<file path="config.mk">
export PLATFORM = sky130hd
export DESIGN_NAME = dram_sequencer
export DESIGN_NICKNAME = d
export VERILOG_FILES = /design/src/rtl/dram_sequencer_pkg.sv /design/src/rtl/dram_sequencer_bus_sync.sv /design/src/rtl/dram_sequencer.sv
export SDC_FILE = /design/constraint.sdc
export NUM_CORES = 1
export LEC_CHECK = 0
export CAP_MARGIN = 15
export CORE_AREA = 2 2 81 83
export CTS_BUF_LIST = sky130_fd_sc_hd__clkbuf_8
export CTS_CLUSTER_DIAMETER = 80
export DETAILED_ROUTE_END_ITERATION = 10
export DIE_AREA = 0 0 83 85
export PLACE_DENSITY = 0.49
export RECOVER_POWER = 25
export SKIP_CTS_REPAIR_TIMING = 1
export SLEW_MARGIN = 30
export SYNTH_ARGS = -nofsm -noshare
export SYNTH_HDL_FRONTEND = slang
export SYNTH_SLANG_ARGS = --single-unit
</file>
<file path="constraint.sdc">
create_clock -name clk -period 2.75 [get_ports clk]
set_input_delay 0.275 -clock clk [delete_from_list [all_inputs] [get_ports clk]]
set_output_delay 0.275 -clock clk [all_outputs]
set_load 0.01 [all_outputs]
</file>
<file path="src/rtl/dram_sequencer_pkg.sv">
// Shared definitions for the VG8020 DRAM sequencer: state encoding,
// default timing values, strobe bit positions and the counter-width helper.
package dram_sequencer_pkg;

  typedef enum logic [2:0] {
    ST_IDLE    = 3'd0,
    ST_ROW     = 3'd1,
    ST_COL     = 3'd2,
    ST_CAS     = 3'd3,
    ST_RFSH    = 3'd4,
    ST_CBR_CAS = 3'd5,
    ST_CBR_RAS = 3'd6,
    ST_PRECH   = 3'd7
  } state_t;

  localparam int T_RAS_TO_MUX_DEF = 1;
  localparam int T_MUX_TO_CAS_DEF = 1;
  localparam int T_PRECHARGE_DEF  = 2;
  localparam int T_CBR_RAS_DEF    = 2;
  localparam int REFRESH_MAX_DEF  = 512;

  // Bit positions of the Z80 strobes inside the synchronizer vector.
  localparam int NUM_STROBES = 4;
  localparam int STB_MREQ    = 0;
  localparam int STB_RD      = 1;
  localparam int STB_WR      = 2;
  localparam int STB_RFSH    = 3;

  // Width of the per-state timing counter; comfortably covers any sane timing value.
  localparam int TMR_W = 8;

  // Refresh counter width: clog2 of the limit, never below one bit.
  function automatic int cnt_width(input int n);
    return (n <= 2) ? 1 : $clog2(n);
  endfunction

endpackage

</file>
<file path="src/rtl/dram_sequencer_bus_sync.sv">
// Two-flop synchronizer for the asynchronous Z80 bus strobes.
// Resets to all-ones so every strobe reads as inactive out of reset.
module bus_sync
  import dram_sequencer_pkg::*;
#(
  parameter int WIDTH = NUM_STROBES
) (
  input  logic             clk,
  input  logic             nreset,
  input  logic [WIDTH-1:0] din,
  output logic [WIDTH-1:0] dout
);

  logic [WIDTH-1:0] sync_p0;
  logic [WIDTH-1:0] sync_p1;

  // Two-stage capture; the second stage is the metastability-settled copy.
  always_ff @(posedge clk or negedge nreset) begin
    if (!nreset) begin
      sync_p0 <= '1;
      sync_p1 <= '1;
    end else begin
      sync_p0 <= din;
      sync_p1 <= sync_p0;
    end
  end

  assign dout = sync_p1;

endmodule

</file>
<file path="src/rtl/dram_sequencer.sv">
// DRAM sequencer for the VG8020 main memory. Turns raw Z80 strobes into
// nRAS/nCAS/mux/nWE, serves CPU and Z80 RAS-only refresh cycles, and forces a
// CAS-before-RAS refresh when the Z80 has not refreshed for REFRESH_MAX clocks.
module dram_sequencer
  import dram_sequencer_pkg::*;
#(
  parameter int T_RAS_TO_MUX = T_RAS_TO_MUX_DEF,
  parameter int T_MUX_TO_CAS = T_MUX_TO_CAS_DEF,
  parameter int T_PRECHARGE  = T_PRECHARGE_DEF,
  parameter int T_CBR_RAS    = T_CBR_RAS_DEF,
  parameter int REFRESH_MAX  = REFRESH_MAX_DEF
) (
  input  logic clk,
  input  logic nreset,
  input  logic nmreq,
  input  logic nrd,
  input  logic nwr,
  input  logic nrfsh,
  output logic nras,
  output logic ncas,
  output logic mux,
  output logic nwe,
  output logic nwait
);

  localparam int               CNT_W    = cnt_width(REFRESH_MAX);
  localparam logic [CNT_W-1:0] CNT_LAST = CNT_W'(REFRESH_MAX - 1);
  localparam logic [TMR_W-1:0] ROW_LAST = TMR_W'(T_RAS_TO_MUX - 1);
  localparam logic [TMR_W-1:0] COL_LAST = TMR_W'(T_MUX_TO_CAS - 1);
  localparam logic [TMR_W-1:0] CBR_LAST = TMR_W'(T_CBR_RAS - 1);
  localparam logic [TMR_W-1:0] PRE_LAST = TMR_W'(T_PRECHARGE - 1);

  logic [NUM_STROBES-1:0] strobes;
  logic [NUM_STROBES-1:0] strobes_s;
  logic                   mreq, rd, wr, rfsh;

  state_t           state, state_nx;
  logic [TMR_W-1:0] tmr;
  logic             wr_cycle, wr_cycle_nx;
  logic             after_cbr, after_cbr_nx;
  logic             cbr_window;
  logic [CNT_W-1:0] rcnt;
  logic             pending;
  logic             nras_nx, ncas_nx, mux_nx, nwe_nx, nwait_nx;

  assign strobes = {nrfsh, nwr, nrd, nmreq};

  bus_sync #(.WIDTH(NUM_STROBES)) u_sync (
    .clk    (clk),
    .nreset (nreset),
    .din    (strobes),
    .dout   (strobes_s)
  );

  // Active-high views of the synchronized strobes.
  assign mreq = ~strobes_s[STB_MREQ];
  assign rd   = ~strobes_s[STB_RD];
  assign wr   = ~strobes_s[STB_WR];
  assign rfsh = ~strobes_s[STB_RFSH];

  // Next state, cycle flags and next output values; outputs are then registered.
  always_comb begin
    state_nx     = state;
    wr_cycle_nx  = wr_cycle;
    after_cbr_nx = after_cbr;
    case (state)
      ST_IDLE: begin
        // A CPU request beats a pending CBR; pending stays set for later.
        if (mreq && rfsh)  state_nx = ST_RFSH;
        else if (mreq)     state_nx = ST_ROW;
        else if (pending)  state_nx = ST_CBR_CAS;
      end
      ST_ROW:     if (tmr >= ROW_LAST) state_nx = ST_COL;
      ST_COL: begin
        // /WR trails /MREQ on Z80 writes, so wait here for rd or wr.
        if (!mreq)                              state_nx = ST_PRECH;
        else if ((tmr >= COL_LAST) && (rd || wr)) state_nx = ST_CAS;
      end
      ST_CAS:     if (!mreq) state_nx = ST_PRECH;
      ST_RFSH:    if (!mreq) state_nx = ST_PRECH;
      ST_CBR_CAS: state_nx = ST_CBR_RAS;
      ST_CBR_RAS: if (tmr >= CBR_LAST) state_nx = ST_PRECH;
      ST_PRECH:   if (tmr >= PRE_LAST) state_nx = ST_IDLE;
      default:    state_nx = ST_IDLE;
    endcase

    // Write enable is decided once, at CAS entry, and held for the whole CAS phase.
    if ((state_nx == ST_CAS) && (state != ST_CAS)) wr_cycle_nx = wr;
    if ((state_nx == ST_PRECH) && (state != ST_PRECH)) after_cbr_nx = (state == ST_CBR_RAS);

    // The CPU must be stalled if it arrives while a forced refresh owns the array.
    cbr_window = (state == ST_CBR_CAS) || (state == ST_CBR_RAS) ||
                 ((state == ST_PRECH) && after_cbr);

    nras_nx  = !(state_nx inside {ST_ROW, ST_COL, ST_CAS, ST_RFSH, ST_CBR_RAS});
    ncas_nx  = !(state_nx inside {ST_CAS, ST_CBR_CAS, ST_CBR_RAS});
    mux_nx   = state_nx inside {ST_COL, ST_CAS};
    nwe_nx   = !((state_nx == ST_CAS) && wr_cycle_nx);
    nwait_nx = !(mreq && (cbr_window || !nwait) &&
                 (state_nx inside {ST_CBR_CAS, ST_CBR_RAS, ST_PRECH, ST_IDLE}));
  end

  // State register, cycle flags and registered DRAM/Z80 outputs.
  always_ff @(posedge clk or negedge nreset) begin
    if (!nreset) begin
      state     <= ST_IDLE;
      wr_cycle  <= 1'b0;
      after_cbr <= 1'b0;
      nras      <= 1'b1;
      ncas      <= 1'b1;
      mux       <= 1'b0;
      nwe       <= 1'b1;
      nwait     <= 1'b1;
    end else begin
      state     <= state_nx;
      wr_cycle  <= wr_cycle_nx;
      after_cbr <= after_cbr_nx;
      nras      <= nras_nx;
      ncas      <= ncas_nx;
      mux       <= mux_nx;
      nwe       <= nwe_nx;
      nwait     <= nwait_nx;
    end
  end

  // Clocks spent in the current state; restarts on every state change.
  always_ff @(posedge clk or negedge nreset) begin
    if (!nreset) begin
      tmr <= '0;
    end else if (state_nx != state) begin
      tmr <= '0;
    end else if (tmr != '1) begin
      tmr <= tmr + 1'b1;
    end
  end

  // Refresh watchdog: any refresh clears it, otherwise it counts up and saturates.
  always_ff @(posedge clk or negedge nreset) begin
    if (!nreset) begin
      rcnt    <= '0;
      pending <= 1'b0;
    end else if ((state_nx == ST_RFSH) || (state_nx == ST_CBR_RAS)) begin
      rcnt    <= '0;
      pending <= 1'b0;
    end else if (rcnt != CNT_LAST) begin
      rcnt    <= rcnt + 1'b1;
      pending <= (rcnt == (CNT_LAST - 1'b1));
    end
  end

endmodule

</file>
==> results of run 1 <==
[metrics by stage]
stage	hold WS [ps]	instances	util, %	power (W)	setup WS (ps)
floorplan	-20.6	170	-	0.00138	769
global placement	346	252	31.9	0.00162	633
detailed placement	347	252	31.9	0.00162	604
CTS	101	260	33.7	0.00209	598
global route	361	260	33.7	0.00221	481
finish	356	260	33.7	0.00206	579
[cell usage after synthesis (2+ instances only)]
cell | number | area, sq um
sky130_fd_sc_hd__nand2b_1 | 2 | 12.5
sky130_fd_sc_hd__ha_1 | 6 | 75.1
sky130_fd_sc_hd__a31oi_1 | 3 | 18.8
sky130_fd_sc_hd__dfrtp_1 | 24 | 601
sky130_fd_sc_hd__and4_1 | 3 | 26.3
sky130_fd_sc_hd__a21o_1 | 2 | 15.0
sky130_fd_sc_hd__inv_1 | 10 | 37.5
sky130_fd_sc_hd__xor2_1 | 6 | 52.6
sky130_fd_sc_hd__a21oi_1 | 5 | 25.0
sky130_fd_sc_hd__nor2_1 | 14 | 52.6
sky130_fd_sc_hd__xnor2_1 | 3 | 26.3
sky130_fd_sc_hd__o21ai_0 | 4 | 20.0
sky130_fd_sc_hd__dfstp_2 | 12 | 315
sky130_fd_sc_hd__nor3_1 | 8 | 40.0
sky130_fd_sc_hd__and2_1 | 3 | 18.8
sky130_fd_sc_hd__nor2b_1 | 4 | 25.0
sky130_fd_sc_hd__nand4b_1 | 2 | 17.5
sky130_fd_sc_hd__nand2_1 | 13 | 48.8
sky130_fd_sc_hd__o21ai_1 | 2 | 10.0
sky130_fd_sc_hd__nand3_1 | 7 | 35.0
sky130_fd_sc_hd__mux2i_1 | 6 | 60.1
sky130_fd_sc_hd__nor4_1 | 2 | 12.5
sky130_fd_sc_hd__buf_2 | 3 | 15.0
[where the power goes]
part | switching, W | total [W] | internal (W)
clock network | 0.000195 | 0.000463 | 0.000268
logic | 0.000474 | 0.000831 | 0.000357
registers | 0.000111 | 0.000769 | 0.000658
[critical path, cell delays in order (launching register included)]
cell and delay [ps]:
sky130_fd_sc_hd__dfrtp_1 410, sky130_fd_sc_hd__inv_1 90, sky130_fd_sc_hd__ha_1 210, sky130_fd_sc_hd__nor4b_4 280
sky130_fd_sc_hd__nand2_1 170, sky130_fd_sc_hd__a32o_1 320, sky130_fd_sc_hd__inv_1 100, sky130_fd_sc_hd__o21ai_0 150
sky130_fd_sc_hd__a221o_1 370
[cell families (layout without fill, tap and decap cells)]
family / Yosys count / count (layout) / synth area share (%)
simple gates: 69 / 69 / 22.8
flops: 36 / 36 / 50.4
compound gates: 27 / 27 / 10.3
buf+inv: 16 / 29 / 4.13
xor+xnor: 9 / 9 / 4.34
mux: 7 / 7 / 3.92
fa+ha+maj: 6 / 6 / 4.13
[layout make-up]
type                       instances  area (sq um)
clock inverter                     3          42.5
inverter                          10          37.5
sequential                        36           916
fill                             615          4120
clock buffer                       5          68.8
tap                               77          96.3
multi-input combinational        118           827
timing repair buffer              11           101
[worst max path at each step]
stage	end	cells after the start	slack (ps)
2_1_floorplan	nwait	7	770
3_3_place_gp	nwait	8	630
3_5_place_dp	nwait	8	600
4_1_cts	nwait	8	600
5_1_grt	nwait	8	480
6_report	nwait	8	580
[per-layer routing]
layer	GRT usage (%)	up-vias
met5	0	-
met4	4.92	0
met3	2.92	6
met2	15.5	16
met1	14.5	591
li1	-	620
[sequential cells by signal, indices dropped and copies added (netlist names)]
signal          cells
wr_cycle            1
mux                 1
nwait               1
pending             1
ncas                1
nras                1
rcnt                9
after_cbr           1
nwe                 1
state               3
u_sync.dout         4
tmr                 8
u_sync.sync_p0      4
==> qor.log, run 1 <==
INFO  synthesis      async_flop_share=100%
INFO  drt            wl=3.29mm
INFO  finish         final_nets=194
INFO  synthesis      syn_nets=182
INFO  drt            met1Wirelength=1.66mm
INFO  die            row_count=29
INFO  sta            finalCritPeriodShare=78.9%
INFO  die            floorplan.io_pins=11
INFO  drt            final_antenna_net_count=0
INFO  die            die_w=83um
INFO  power_and_ir_drop leakage=0.898nW
INFO  worst_hold_path min-delay-start=u_sync.sync_p0[2]
INFO  sta            setup-tns-final=0ps
INFO  worst_setup_path critPathLaunch=tmr[1]
INFO  finish         layout.cells.most_common_list=sky130_fd_sc_hd__dfrtp_1 (24), sky130_fd_sc_hd__nor2_1 (14), sky130_fd_sc_hd__nand2_1 (13)
INFO  clock_network  clk_latency=290ps
INFO  worst_setup_path cp-end-kind=flip-flop
INFO  drt            routed_met2_length=1.48mm
INFO  drt            drt_pre_antenna_iters=4
INFO  drt            route.detailed.wl_per_inst=12.7um
INFO  sta            slew-limit-headroom=-26.6%
INFO  global_routing wire_length_of_the_first_global_routing_pass=5.90mm
INFO  sta            tightestPinTransition=1900ps
INFO  worst_setup_path r2r_start=tmr[1]
INFO  sta            timing.final.hold_violations=0
INFO  sta            final_max_slew_viol_count=37
INFO  finish         antennaDiodeCount=0
INFO  power_and_ir_drop ir_drop=0.000438V
INFO  worst_setup_path timing.critical_path.arrival=2390ps
INFO  sta            grt_setup_unrepaired=no
INFO  drt            route.vias.total=1233
INFO  die            core_area=6200squm
INFO  worst_setup_path critical_path_peak_fanout=5
INFO  synthesis      post_synth_inst_count=170
INFO  worst_hold_path hold_end=u_sync.dout[2]
INFO  clock_network  cts_tree=built
INFO  sta            finClkSkew=8.15ps
INFO  synthesis      synth_ff_type=sky130_fd_sc_hd__dfrtp_1
INFO  clock_network  clock-sinks=36
INFO  worst_setup_path worstSetupPathType=flip-flop to flip-flop
INFO  finish         finalInstanceArea=2090squm
INFO  clock_network  cts-root-buf=sky130_fd_sc_hd__clkbuf_8
INFO  drt            highest_layer=met4
INFO  global_routing grt.total_usage=10.6%
INFO  clock_network  clock_edge_transition_at_the_registers_on_the_reported_setup_and_hold_paths=80ps
INFO  clock_network  depth_of_the_cts_h_tree=2
INFO  sta            timing.fmax=461MHz
INFO  worst_hold_path worst_hold_path_type=flip-flop to flip-flop
INFO  synthesis      ys_seq_elements=36
INFO  synthesis      synth-edff-count=0
INFO  finish         layout.cells.most_common=sky130_fd_sc_hd__dfrtp_1
INFO  worst_hold_path number_of_stages_on_the_worst_hold_path=0
INFO  run_status     failing_checks=capacitance limit, slew limit
INFO  die            die_area=7060squm
INFO  worst_setup_path regToRegSetupSlack=580ps
INFO  drt            initialDrtViolationCount=79
INFO  drt            avgViaCountPerCell=4.74
INFO  clock_network  cts_buffer_count=5
INFO  placement      place.detailed.hpwl=2.27mm
INFO  worst_setup_path crit_required=2970ps
INFO  placement      placed_cell_area=1980squm
INFO  synthesis      yosysSeqAreaShare=50.4%
INFO  global_routing grt_pass1_vias=1247
INFO  worst_setup_path crit-reg2reg-capture=nwait
INFO  worst_setup_path r2r_cells=8
INFO  global_routing grt_antenna_before_repair=0
INFO  die            initial_core_util=29.3%
INFO  clock_network  max-clock-path-buffers=2
INFO  synthesis      synthesized_area_per_cell=10.7squm
INFO  sta            finalWorstPathRequiredPeriod=2170ps
INFO  finish         area_growth_syn_to_layout=14.9%
INFO  placement      place.port_buffers=10
INFO  synthesis      synth-warning-count=0
INFO  sta            timing.final.setup_violations=0
INFO  drt            wl_met3=90um
INFO  synthesis      netlist_area=1820squm
INFO  die            chipHeight=85um
INFO  finish         drive_gt1_share=15.8%
INFO  power_and_ir_drop power_per_cell_area=988nW/um^2
INFO  job            max_cap_viol_count=1
INFO  worst_setup_path setup.worst_path.start_class=flip-flop
INFO  global_routing grt-ovfl-total=0
INFO  drt            remaining_drc_errors=0
INFO  run_status     outcome=complete, but fails checks
INFO  global_routing grt_start_max_net_pins=37
INFO  synthesis      yosys.cell_types.count=49
INFO  placement      place.gp.congestion=0.760
Power figures use the tool's default switching activity.
==> run 2: changes to the inputs <==
--- a/config.mk
+++ b/config.mk
@@ -11,7 +11,7 @@
 export CTS_CLUSTER_DIAMETER = 80
 export DETAILED_ROUTE_END_ITERATION = 10
 export DIE_AREA = 0 0 83 85
-export PLACE_DENSITY = 0.49
+export PLACE_DENSITY = 0.51
 export RECOVER_POWER = 25
 export SKIP_CTS_REPAIR_TIMING = 1
 export SLEW_MARGIN = 30
==> constraint.sdc (replaced) <==
create_clock -name clk -period 1.76 [get_ports clk]
set_input_delay 0.176 -clock clk [delete_from_list [all_inputs] [get_ports clk]]
set_output_delay 0.176 -clock clk [all_outputs]
set_load 0.01 [all_outputs]
==> run 2 against run 1 <==
  * The run ends with setup timing left
  * Cell area increased by 24%
  * Via count up 13%
  * Register-to-register slack got worse by 860 ps
  * Routed wire length up 12%
  * First-iteration DRC count shrank 16%
  * Sequential power up 47%
  * Worst setup slack worse by 860 ps
  * Clock power up 31%
  * Sequential share of layout area shrank 8.4 points
  * Non-clock buffer count grew 42
  * Total power is 100% higher
==> qor.log, run 2 (synthesis gave the netlist of run 1 again) <==
INFO  finish         max_flop_register=rcnt
INFO  finish         drive_gt1_share=44.9%
INFO  worst_setup_path critical_path_peak_fanout=4
INFO  die            floorplan.io_pins=11
INFO  drt            route.vias.total=1399
INFO  finish         finalInstanceArea=2580squm
INFO  finish         fillers=599
INFO  run_status     failing_checks=setup timing
INFO  worst_setup_path r2r_start=tmr[0]
INFO  clock_network  depth_of_the_cts_h_tree=2
INFO  drt            drt_pre_antenna_iters=4
INFO  sta            finalWorstPathRequiredPeriod=2040ps
INFO  sta            finClkSkew=4.49ps
INFO  worst_setup_path worstSetupPathType=flip-flop to flip-flop
INFO  job            max_cap_viol_count=0
INFO  worst_setup_path endpoint=nwait
INFO  finish         antennaDiodeCount=0
INFO  die            initial_core_util=29.3%
INFO  worst_setup_path timing.critical_path.arrival=2260ps
INFO  clock_network  cts_tree=built
INFO  global_routing grt_pass1_vias=1428
INFO  worst_setup_path regToRegSetupSlack=-280ps
INFO  sta            worst_hold_margin=355ps
INFO  run_status     outcome=complete, but fails checks
INFO  clock_network  cts-root-buf=sky130_fd_sc_hd__clkbuf_8
INFO  worst_setup_path r2r_cells=6
INFO  sta            grt_setup_unrepaired=yes
INFO  sta            final_max_slew_viol_count=0
INFO  global_routing wire_length_of_the_first_global_routing_pass=6.51mm
INFO  drt            wl=3.70mm
INFO  worst_setup_path critPathLaunch=tmr[0]
INFO  sta            post-route-worst-setup-slack=-278ps
INFO  power_and_ir_drop ir_drop=0.000998V
INFO  clock_network  max-clock-path-buffers=2
INFO  finish         final_nets=236
INFO  finish         largest_register_ff_count=9
INFO  power_and_ir_drop leakage=1.12nW
INFO  sta            timing.fmax=491MHz
INFO  placement      place.port_buffers=10
INFO  placement      place.detailed.hpwl=2.63mm
INFO  drt            remaining_drc_errors=0
INFO  finish         layout.cells.most_common_list=sky130_fd_sc_hd__buf_4 (35), sky130_fd_sc_hd__dfrtp_1 (24), sky130_fd_sc_hd__dfstp_2 (12)
INFO  worst_setup_path crit-reg2reg-capture=nwait
INFO  finish         area_growth_syn_to_layout=42.1%
INFO  placement      placed_cell_area=2300squm
INFO  sta            finalCritPeriodShare=116%
INFO  clock_network  clk_latency=290ps
INFO  die            die_area=7060squm
INFO  power_and_ir_drop post-layout-total-power=0.00418W
INFO  drt            route.detailed.wl_per_inst=12.2um
INFO  global_routing grt_antenna_before_repair=0
INFO  sta            tightestPinTransition=861ps
INFO  clock_network  cts_buffer_count=5
INFO  global_routing grt-ovfl-total=0
INFO  sta            timing.final.setup_violations=21
INFO  placement      place.gp.congestion=0.755
INFO  die            core_area=6200squm
INFO  drt            initialDrtViolationCount=66
INFO  finish         layout.cells.most_common=sky130_fd_sc_hd__buf_4
INFO  finish         top_regs=rcnt (9), tmr (8)
INFO  clock_network  clock_edge_transition_at_the_registers_on_the_reported_setup_and_hold_paths=70ps
INFO  drt            final_antenna_net_count=0
INFO  die            row_count=29
INFO  global_routing grt.total_usage=11.4%
INFO  worst_hold_path worst_hold_path_type=flip-flop to flip-flop
INFO  worst_setup_path setup.worst_path.start_class=flip-flop
INFO  power_and_ir_drop power_per_cell_area=1620nW/um^2
INFO  sta            slew-limit-headroom=42.6%
INFO  die            chipHeight=85um
INFO  die            die_w=83um
INFO  clock_network  clock-sinks=36
INFO  worst_setup_path crit_required=1980ps
INFO  drt            avgViaCountPerCell=4.63
INFO  worst_setup_path cp-end-kind=flip-flop
INFO  global_routing grt_start_max_net_pins=37
INFO  sta            timing.final.hold_violations=0
## run 2: per-layer routing
metal,global-route usage [%],part of all wire (%),vias up
li1,-,-,705
met1,14.5,45,676
met2,18.9,51,11
met3,3.02,2.5,7
met4,4.02,1.5,0
met5,0,0,-
## run 2: worst min path at each step
stage	startpoint	to	slack (ps)	cells past startpoint
4_1_cts	nreset	rcnt[0]	-160	2
6_report	u_sync.sync_p0[1]	u_sync.dout[1]	350	0
5_1_grt	u_sync.sync_p0[2]	u_sync.dout[2]	360	0
3_3_place_gp	nreset	rcnt[1]	150	2
2_1_floorplan	nreset	after_cbr	-120	0
3_5_place_dp	nreset	pending	150	2
## run 2: metrics by stage
step	setup WS (ps)	instances	utilization, %	setup TNS [ps]
2_1_floorplan	-195	170	-	-1130
3_3_place_gp	-305	290	37.1	-3940
3_5_place_dp	-329	290	37.1	-4370
4_1_cts	-327	298	38.6	-4650
5_1_grt	-342	302	41.6	-5280
6_report	-278	302	41.6	-3590
## run 2: area by class of cell
class                   count  area (sq um)  share of cell area [%]
clock buffers               6          82.6                    3.20
clock inverters             2          10.0                   0.388
inverters                  10          37.5                    1.45
multi-input cells         118           996                    38.6
flip-flops and latches     36           916                    35.5
well taps                  77          96.3                    3.73
repair buffers             53           444                    17.2
## run 2: critical path, stage by stage, from the launching register on
cell and delay, ps:
sky130_fd_sc_hd__dfrtp_1 410, sky130_fd_sc_hd__ha_2 210, sky130_fd_sc_hd__nor4b_4 330, sky130_fd_sc_hd__a21oi_2 110
sky130_fd_sc_hd__nand4b_4 190, sky130_fd_sc_hd__or3_4 400, sky130_fd_sc_hd__a221o_1 320
## run 2: power breakdown
part / switching, W / internal [W]
logic: 0.00122 / 0.00123
registers: 0.0000993 / 0.00103
clock network: 0.000295 / 0.000312
total: 0.00161 / 0.00257
==> run 3: changes to the inputs <==
--- a/config.mk
+++ b/config.mk
@@ -11,7 +11,6 @@
 export CTS_CLUSTER_DIAMETER = 80
 export DETAILED_ROUTE_END_ITERATION = 10
 export DIE_AREA = 0 0 83 85
-export PLACE_DENSITY = 0.51
 export RECOVER_POWER = 25
 export SKIP_CTS_REPAIR_TIMING = 1
 export SLEW_MARGIN = 30
==> run 3 against run 2 <==
  * The flow still finishes with violations (setup timing)
  * First-iteration DRC count decreased by 80%
  * Die area unchanged
  * Critical path type unchanged
  * Routed wire length shrank 3.6%
  * Critical path depth unchanged
  * Clock skew up 3.0 ps
  * Global-route usage is 0.083 points lower
  * Fmax hardly changed
  * Combinational power down 12%
  * Total power shrank 4.2%
==> qor.log, run 3 (synthesis gave the netlist of run 1 again) <==
INFO  run_status     outcome=complete, but fails checks
INFO  run_status     failing_checks=setup timing
INFO  worst_hold_path min-delay-start=u_sync.sync_p0[3]
INFO  die            die_area=7060squm
INFO  drt            final_antenna_net_count=0
INFO  finish         antennaDiodeCount=0
INFO  finish         area_growth_syn_to_layout=37.0%
INFO  worst_setup_path r2r_start=tmr[0]
INFO  global_routing grt_pass1_vias=1442
INFO  finish         final_nets=236
INFO  finish         layout.cells.most_common=sky130_fd_sc_hd__buf_4
INFO  sta            finClkSkew=7.44ps
INFO  worst_setup_path worstSetupPathType=flip-flop to flip-flop
INFO  power_and_ir_drop p_seq_share=28.3%
INFO  clock_network  clock_edge_transition_at_the_registers_on_the_reported_setup_and_hold_paths=70ps
INFO  global_routing grt_antenna_before_repair=0
INFO  job            max_cap_viol_count=0
INFO  drt            avgViaCountPerCell=4.61
INFO  sta            grt_setup_unrepaired=yes
INFO  finish         drive_gt1_share=37.3%
INFO  clock_network  cts_buffer_count=5
INFO  drt            route.vias.total=1391
INFO  power_and_ir_drop post-layout-total-power=0.00401W
INFO  clock_network  max-clock-path-buffers=2
INFO  worst_setup_path regToRegSetupSlack=-280ps
INFO  finish         largest_register_ff_count=9
INFO  sta            final_max_slew_viol_count=0
INFO  power_and_ir_drop p_sw_share=35.1%
INFO  sta            setup-tns-final=-3690ps
INFO  sta            post-route-worst-setup-slack=-276ps
INFO  worst_hold_path worst_hold_path_type=flip-flop to flip-flop
INFO  die            initial_core_util=29.3%
INFO  placement      place.port_buffers=10
INFO  worst_setup_path r2r_cells=6
INFO  worst_setup_path timing.critical_path.arrival=2250ps
INFO  drt            wl=3.56mm
INFO  clock_network  clock-sinks=36
INFO  finish         layout.cells.most_common_list=sky130_fd_sc_hd__buf_4 (39), sky130_fd_sc_hd__dfrtp_1 (24), sky130_fd_sc_hd__nor2_1 (13)
INFO  finish         max_flop_register=rcnt
INFO  finish         fillers=608
INFO  power_and_ir_drop clkPwrFrac=18.1%
INFO  drt            initialDrtViolationCount=13
INFO  power_and_ir_drop share_comb_of_total_power=53.6%
INFO  sta            timing.final.setup_violations=22
INFO  die            chipHeight=85um
INFO  sta            finalWorstPathRequiredPeriod=2040ps
INFO  sta            timing.final.hold_violations=0
INFO  power_and_ir_drop leakage=1.13nW
INFO  placement      place.gp.congestion=0.862
INFO  worst_setup_path critPathLaunch=tmr[0]
INFO  die            core_area=6200squm
INFO  worst_setup_path critical_path_peak_fanout=4
INFO  clock_network  cts_tree=built
INFO  sta            worst_hold_margin=357ps
INFO  power_and_ir_drop p_int=0.00260W
INFO  worst_setup_path setup.worst_path.start_class=flip-flop
INFO  worst_setup_path cp-end-kind=flip-flop
INFO  die            die_w=83um
INFO  drt            remaining_drc_errors=0
INFO  die            row_count=29
INFO  clock_network  depth_of_the_cts_h_tree=2
INFO  worst_setup_path crit_required=1980ps
INFO  clock_network  cts-root-buf=sky130_fd_sc_hd__clkbuf_8
INFO  sta            slew-limit-headroom=41.1%
INFO  power_and_ir_drop power_per_cell_area=1610nW/um^2
INFO  clock_network  clk_latency=290ps
INFO  drt            route.detailed.wl_per_inst=11.8um
INFO  die            floorplan.io_pins=11
INFO  global_routing grt.total_usage=11.3%
INFO  finish         final_util=40.1%
INFO  sta            tightestPinTransition=883ps
INFO  global_routing grt_start_max_net_pins=37
INFO  sta            timing.fmax=491MHz
INFO  sta            finalCritPeriodShare=116%
INFO  power_and_ir_drop power.net_switching=0.00140W
INFO  global_routing grt-ovfl-total=0
INFO  worst_hold_path number_of_stages_on_the_worst_hold_path=0
INFO  power_and_ir_drop ir_drop=0.000958V
INFO  global_routing wire_length_of_the_first_global_routing_pass=6.51mm
INFO  placement      place.detailed.hpwl=2.54mm
INFO  finish         top_regs=rcnt (9), tmr (8)
INFO  drt            drt_pre_antenna_iters=4
run 3: cell types whose count changed in the layout (fill, tap and decap cells not counted), moves of 4 or more:
cell and change:
sky130_fd_sc_hd__buf_4 +4, sky130_fd_sc_hd__buf_6 -5, sky130_fd_sc_hd__nor2_1 +8, sky130_fd_sc_hd__nor2_2 -4
sky130_fd_sc_hd__nor2_4 -4
run 3: path summary, 6_finish.rpt:
kind                                  end
max                                 nwait
min                        u_sync.dout[3]
max reg2reg                         nwait
min reg2reg                u_sync.dout[3]
max in group asynchronous       after_cbr
min in group asynchronous         rcnt[5]
run 3: critical path, cell delays in order (launching register included):
cell	delay [ps]
sky130_fd_sc_hd__dfrtp_1	410
sky130_fd_sc_hd__ha_2	190
sky130_fd_sc_hd__nor4b_4	360
sky130_fd_sc_hd__a21oi_2	120
sky130_fd_sc_hd__nand4b_4	200
sky130_fd_sc_hd__or3_4	350
sky130_fd_sc_hd__a221o_1	330
run 3: area by class of cell:
type	count	area, sq um	area share (%)
sequential	36	916	36.8
inverter	10	37.5	1.51
clock inverter	3	42.5	1.71
timing repair buffer	53	448	18.0
multi-input combinational	118	881	35.4
tap	77	96.3	3.87
clock buffer	5	68.8	2.76
run 3: power by group through the flow:
stage	logic (W)	clock network [W]	registers [W]
floorplan	0.00103	0	0.00116
global placement	0.00190	0	0.00114
detailed placement	0.00190	0	0.00114
CTS	0.00191	0.000748	0.00113
global route	0.00238	0.000781	0.00116
finish	0.00215	0.000725	0.00113
run 3: metrics by stage:
| step | instances | area (sq um) | worst slack (ps) |
|---|---|---|---|
| after detailed placement | 291 | 2310 | -269 |
| after global placement | 291 | 2310 | -288 |
| after CTS | 299 | 2420 | -286 |
| after floorplan | 170 | 1850 | -195 |
| after global routing | 302 | 2490 | -369 |
| final | 302 | 2490 | -276 |
run 3: per-layer routing:
metal | wire, um | GRT usage [%]
met5 | 0 | 0
met2 | 1680 | 17.6
met1 | 1730 | 15.1
met4 | 55 | 4.47
met3 | 100 | 3.11
